File: config.mk
export PLATFORM = sky130hd
export DESIGN_NAME = exec_wb_skid_stage
export DESIGN_NICKNAME = d
export VERILOG_FILES = /design/src/rtl/cpu_pipe_pkg.sv /design/src/rtl/exec_wb_skid_stage_entry_reg.sv /design/src/rtl/exec_wb_skid_stage.sv
export SDC_FILE = /design/constraint.sdc
export NUM_CORES = 1
export LEC_CHECK = 0
export BUFFER_PORTS_ARGS = -buffer_cell sky130_fd_sc_hd__buf_4
export CAP_MARGIN = 30
export CORE_MARGIN = 4
export CORE_UTILIZATION = 58
export DETAILED_ROUTE_END_ITERATION = 12
export HOLD_SLACK_MARGIN = 0.08
export PLACE_DENSITY = 0.85
export REMOVE_ABC_BUFFERS = 1
export SLEW_MARGIN = 20
export SYNTH_ARGS = -nofsm -noshare
export SYNTH_HDL_FRONTEND = slang
export SYNTH_HIERARCHICAL = 1
export SYNTH_SLANG_ARGS = --single-unit
File: constraint.sdc
create_clock -name clk -period 4.6 [get_ports clk]
set_clock_uncertainty 0.05 [all_clocks]
set_input_delay 0.69 -clock clk [delete_from_list [all_inputs] [get_ports clk]]
set_output_delay 0.69 -clock clk [all_outputs]
set_load 0.01 [all_outputs]
File: src/rtl/cpu_pipe_pkg.sv
// Shared execute->writeback pipeline types: default widths, the X->WB entry payload
// and the skid-stage occupancy encoding.
package cpu_pipe_pkg;

    localparam int DEF_DATA_W     = 16;
    localparam int DEF_LANES      = 4;
    localparam int DEF_REG_ADDR_W = 4;
    localparam int DEF_PC_W       = 16;

    typedef struct packed {
        logic [DEF_PC_W-1:0]              pc;
        logic [DEF_REG_ADDR_W-1:0]        rt;
        logic                             wen_s;
        logic                             wen_v;
        logic [DEF_DATA_W-1:0]            sdata;
        logic [DEF_LANES*DEF_DATA_W-1:0]  vdata;
        logic [DEF_LANES-1:0]             lane_mask;
        logic                             is_halt;
    } x2wb_entry_t;

    typedef enum logic [1:0] {
        OCC_EMPTY = 2'd0,
        OCC_ONE   = 2'd1,
        OCC_TWO   = 2'd2
    } occ_state_e;

endpackage

File: src/rtl/exec_wb_skid_stage_entry_reg.sv
// One buffered pipeline entry: a valid bit plus payload. Load wins over clear;
// clearing only drops valid so the payload stays quiet while idle.
module pipe_entry_reg #(
    parameter type T = cpu_pipe_pkg::x2wb_entry_t
) (
    input  logic clk,
    input  logic rst_n,
    input  logic load,
    input  logic clear,
    input  T     d,
    output logic valid,
    output T     q
);

    always_ff @(posedge clk or negedge rst_n) begin
        if (!rst_n) begin
            valid <= 1'b0;
            q     <= '0;
        end else if (load) begin
            valid <= 1'b1;
            q     <= d;
        end else if (clear) begin
            valid <= 1'b0;
        end
    end

endmodule

File: src/rtl/exec_wb_skid_stage.sv
// Execute->writeback stage: 2-entry skid buffer (MAIN drives outputs, SKID absorbs one
// extra push) so WB back-pressure only reaches execute through the registered in_ready.
module exec_wb_skid_stage
    import cpu_pipe_pkg::*;
#(
    parameter int DATA_W     = DEF_DATA_W,
    parameter int LANES      = DEF_LANES,
    parameter int REG_ADDR_W = DEF_REG_ADDR_W,
    parameter int PC_W       = DEF_PC_W
) (
    input  logic                    clk,
    input  logic                    rst_n,
    input  logic                    flush,
    input  logic                    in_valid,
    output logic                    in_ready,
    input  logic [PC_W-1:0]         in_pc,
    input  logic [REG_ADDR_W-1:0]   in_rt,
    input  logic                    in_wen_s,
    input  logic                    in_wen_v,
    input  logic [DATA_W-1:0]       in_sdata,
    input  logic [LANES*DATA_W-1:0] in_vdata,
    input  logic [LANES-1:0]        in_lane_mask,
    input  logic                    in_is_halt,
    output logic                    out_valid,
    input  logic                    out_ready,
    output logic [PC_W-1:0]         out_pc,
    output logic [REG_ADDR_W-1:0]   out_rt,
    output logic                    out_wen_s,
    output logic                    out_wen_v,
    output logic [DATA_W-1:0]       out_sdata,
    output logic [LANES*DATA_W-1:0] out_vdata,
    output logic [LANES-1:0]        out_lane_mask,
    output logic                    out_is_halt,
    output logic                    fwd_valid,
    output logic [REG_ADDR_W-1:0]   fwd_rt,
    output logic [DATA_W-1:0]       fwd_sdata,
    output logic                    halted
);

    // Local payload type so non-default widths stay consistent with the ports.
    typedef struct packed {
        logic [PC_W-1:0]         pc;
        logic [REG_ADDR_W-1:0]   rt;
        logic                    wen_s;
        logic                    wen_v;
        logic [DATA_W-1:0]       sdata;
        logic [LANES*DATA_W-1:0] vdata;
        logic [LANES-1:0]        lane_mask;
        logic                    is_halt;
    } entry_t;

    occ_state_e state, stateNext;
    entry_t     inEntry, mainD, mainQ, skidQ;
    logic       mainValid, skidValid;
    logic       mainLoad, mainClear, skidLoad, skidClear;
    logic       inReadyQ, inReadyNext;
    logic       haltPending, haltPendingNext;
    logic       haltedQ, haltedNext;
    logic       push, pop;

    assign push = in_valid & inReadyQ;
    assign pop  = mainValid & out_ready;

    // A vector write with no enabled lanes is squashed at capture.
    assign inEntry = '{pc: in_pc, rt: in_rt, wen_s: in_wen_s,
                       wen_v: in_wen_v & (|in_lane_mask), sdata: in_sdata,
                       vdata: in_vdata, lane_mask: in_lane_mask, is_halt: in_is_halt};

    assign mainD = skidValid ? skidQ : inEntry;

    pipe_entry_reg #(.T(entry_t)) u_main (
        .clk(clk), .rst_n(rst_n), .load(mainLoad), .clear(mainClear),
        .d(mainD), .valid(mainValid), .q(mainQ)
    );

    pipe_entry_reg #(.T(entry_t)) u_skid (
        .clk(clk), .rst_n(rst_n), .load(skidLoad), .clear(skidClear),
        .d(inEntry), .valid(skidValid), .q(skidQ)
    );

    always_comb begin
        stateNext = state;
        mainLoad  = 1'b0;
        mainClear = 1'b0;
        skidLoad  = 1'b0;
        skidClear = 1'b0;
        if (flush) begin
            stateNext = OCC_EMPTY;
            mainClear = 1'b1;
            skidClear = 1'b1;
        end else begin
            case (state)
                OCC_EMPTY: if (push) begin
                    stateNext = OCC_ONE;
                    mainLoad  = 1'b1;
                end
                OCC_ONE: begin
                    if (push && !pop) begin
                        stateNext = OCC_TWO;
                        skidLoad  = 1'b1;
                    end else if (push && pop) begin
                        mainLoad  = 1'b1;
                    end else if (pop) begin
                        stateNext = OCC_EMPTY;
                        mainClear = 1'b1;
                    end
                end
                OCC_TWO: if (pop) begin
                    stateNext = OCC_ONE;
                    mainLoad  = 1'b1;
                    skidClear = 1'b1;
                end
                default: stateNext = OCC_EMPTY;
            endcase
        end
    end

    // A HALT consumed by WB retires even when a flush lands on the same edge.
    always_comb begin
        haltedNext = haltedQ | (pop & mainQ.is_halt);
        haltPendingNext = haltPending;
        if (flush)
            haltPendingNext = 1'b0;
        else if (push && in_is_halt)
            haltPendingNext = 1'b1;
        else if (pop && mainQ.is_halt)
            haltPendingNext = 1'b0;
        inReadyNext = (stateNext != OCC_TWO) & ~haltPendingNext & ~haltedNext;
    end

    always_ff @(posedge clk or negedge rst_n) begin
        if (!rst_n) begin
            state       <= OCC_EMPTY;
            inReadyQ    <= 1'b1;
            haltPending <= 1'b0;
            haltedQ     <= 1'b0;
        end else begin
            state       <= stateNext;
            inReadyQ    <= inReadyNext;
            haltPending <= haltPendingNext;
            haltedQ     <= haltedNext;
        end
    end

    assign in_ready      = inReadyQ;
    assign halted        = haltedQ;
    assign out_valid     = mainValid;
    assign out_pc        = mainQ.pc;
    assign out_rt        = mainQ.rt;
    assign out_wen_s     = mainQ.wen_s;
    assign out_wen_v     = mainQ.wen_v;
    assign out_sdata     = mainQ.sdata;
    assign out_lane_mask = mainQ.lane_mask;
    assign out_is_halt   = mainQ.is_halt;
    assign fwd_valid     = mainValid & mainQ.wen_s;
    assign fwd_rt        = mainQ.rt;
    assign fwd_sdata     = mainQ.sdata;

    for (genvar l = 0; l < LANES; l++) begin : g_lane
        assign out_vdata[l*DATA_W +: DATA_W] =
            mainQ.lane_mask[l] ? mainQ.vdata[l*DATA_W +: DATA_W] : '0;
    end

endmodule

==> run_results.csv <==
group,metric,value,unit
timing,max_slew_margin,39.1,%
synthesis,ys_seq_area_share,53.0,%
synthesis,netlist_instances,702,
global_route,grt_use_total,20.9,%
timing,maxSlewViolCount,0,
layout,final_cells,1155,
clock_network,clock_path_buffers,3,
layout,n_fill_cell,1165,
job,drv_cap,0,
layout,fin_util,73.9,%
critical_path,path_max_fanout,66,
synthesis,ys_warn_count,6,
floorplanning,die_y,142,um
clock_network,numClockSinks,221,
synthesis,syn_avg_cell_area,14.9,um2
timing,fin_crit_sh,54.3,%
clock_network,root_buffer,"clkbuf_16",
floorplanning,io_pins,243,
global_route,grt_pass1_vias,6800,
global_route,antenna_found_initial,0,
critical_path,arrival,2820,ps
timing,finalCriticalPeriod,2500,ps
timing,worst_pin_slew,914,ps
place,place_ws,1870,ps
place,dp_hpwl,13900,um
place,gp_congestion,0.753,
synthesis,ys_types,26,
floorplanning,core,17500,um2
timing,finalHoldViolCount,0,
layout,antennaDiodeCount,0,
timing,timing.final.ws_setup,2100,ps
power,power_density,613,nW/um2
critical_path,critical_path_class,"flip-flop to flip-flop",
timing,rsz0062_at_grt,"no",
drt,firstDrtPassIters,4,
place,dpl.cell_count,1114,
min_path,hold_path.class,"primary input to asynchronous set/reset pin",
critical_path,crit_start,"in_ready",
place,port_buffers,242,
outcome,status,"complete, no violations",
critical_path,r2r_start,"in_ready",
synthesis,synth_edf_count,0,
power,p_total,7.91,mW
global_route,grt_overflow,0,
global_route,grt_max_degree,121,
power,p_leak,6.07,nW
synthesis,synthArstFlopShare,100,%
power,ir_worst_vdd,0.000446,V
clock_network,cts_setup_buffers,0,
floorplanning,initial_core_util,59.8,%
clock_network,clock_latency,490,ps
timing,fmax,400,MHz
clock_network,htree_num_levels,1,
drt,drt-vias-per-instance,5.39,
layout,layout-drive-gt1-share,65.3,%
drt,wl_per_cell,18.4,um
synthesis,ys.flop_type,"dfrtp_1",
clock_network,hold_buffers,0,
drt,wl,21300,um
floorplanning,rows,48,
critical_path,cp.required,4920,ps
critical_path,crit_path_start_kind,"flip-flop",
drt,drtIter0Drc,256,
drt,vias,6224,
drt,final_antenna_net_count,0,
clock_network,cts.clk_slew.worst_paths,60,ps
critical_path,critPathCaptureType,"flip-flop",
synthesis,ys_seq_elements,221,
global_route,grt_pass1_wl,34700,um
floorplanning,die_x,142,um
timing,setup_violations,0,
layout,nNetsFinal,1026,
floorplanning,dieArea,20200,um2
synthesis,netlist_area,10400,um2
layout,postLayoutCellArea,12900,um2
place,place_area,12200,um2
clock_network,tritoncts,"done",
drt,route.detailed.drc,0,
layout,syn_to_final_growth,23.7,%
clock_network,cts_resized,0,
clock_network,cts_inserted_buffers,23,
==> per-layer routing <==
metal | up-vias | track usage, % | share of wire, %
li1 | 2863 | - | -
met1 | 3137 | 27.6 | 43
met2 | 207 | 34.7 | 48
met3 | 17 | 6.49 | 8.7
met4 | 0 | 3.59 | 1.1
met5 | - | 0 | 0
==> critical path: stages, from the launching register on <==
cell and delay, ps:
dfstp_2 550, and3b_1 220, o21ai_0 200, a21oi_4 170
buf_4 680, mux2_2 420
==> state kept, by name, indices dropped and copies added, names as in the netlist <==
register / flops
u_skid/valid: 1
u_skid/q: 107
haltPending: 1
in_ready: 1
state: 2
u_main/q: 107
u_main/valid: 1
halted: 1
==> worst paths after layout <==
kind,to,slack [ps],cells after the start
max,u_main/q[63],2100,5
min,u_main/q[52],220,1
max reg2reg,u_main/q[63],2100,5
min reg2reg,u_main/q[66],450,1
max in group asynchronous,u_skid/q[76],3230,2
min in group clk,u_skid/q[102],390,2
==> synth_stat cells (all sizes together), types with 2 or more instances <==
library cell / count / area share (%)
dfrtp: 220 / 53
mux2: 321 / 37
buf: 56 / 3.9
nand2: 3 / 0.11
nor3: 2 / 0.096
inv: 5 / 0.18
and2: 66 / 4.0
a21o: 6 / 0.43
clkbuf: 6 / 0.22
a21oi: 4 / 0.19
==> power by group <==
part           internal, mW  total (mW)  switching, mW
Clock                  1.02        1.73          0.712
Combinational          1.74        2.73          0.992
Sequential             2.88        3.46          0.579
==> area by class of cell <==
type                    instances  area (um2)  share of cell area (%)
clock buffers                  38         692                    5.36
clock inverters                 3        15.0                   0.116
inverters                       5        18.8                   0.145
multi-input cells             414        4470                    34.6
flip-flops and latches        221        5540                    42.8
well taps                     225         282                    2.18
repair buffers                249        1900                    14.7
==> stage by stage <==
step	hold WS, ps	TNS (ps)
detailed placement	431	0
CTS	266	0
floorplan	344	-923650
finish	223	0
global placement	423	0
global route	299	0
==> cells by family (layout without fill, tap and decap cells) <==
| family | after synthesis | in the layout | share of synthesized area (%) |
|---|---|---|---|
| mux | 322 | 322 | 37.2 |
| flops | 221 | 221 | 53.0 |
| simple gates | 77 | 77 | 4.53 |
| buf+inv | 67 | 295 | 4.34 |
| compound gates | 15 | 15 | 1.01 |
==> cell usage in the layout (no fill, tap or decap), types with 2 or more instances in the layout <==
| cell | netlist | layout |
|---|---|---|
| and2_1 | 66 | 66 |
| clkbuf_16 | 0 | 23 |
| clkbuf_8 | 0 | 6 |
| a21oi_1 | 4 | 3 |
| mux2_2 | 253 | 253 |
| dfrtp_1 | 220 | 219 |
| a21o_1 | 6 | 6 |
| clkinv_2 | 0 | 3 |
| mux2_4 | 68 | 68 |
| buf_4 | 20 | 246 |
| nand2_1 | 3 | 3 |
| clkbuf_1 | 6 | 9 |
| inv_1 | 5 | 5 |
| buf_12 | 0 | 2 |
(Power assumes the default switching activity.)
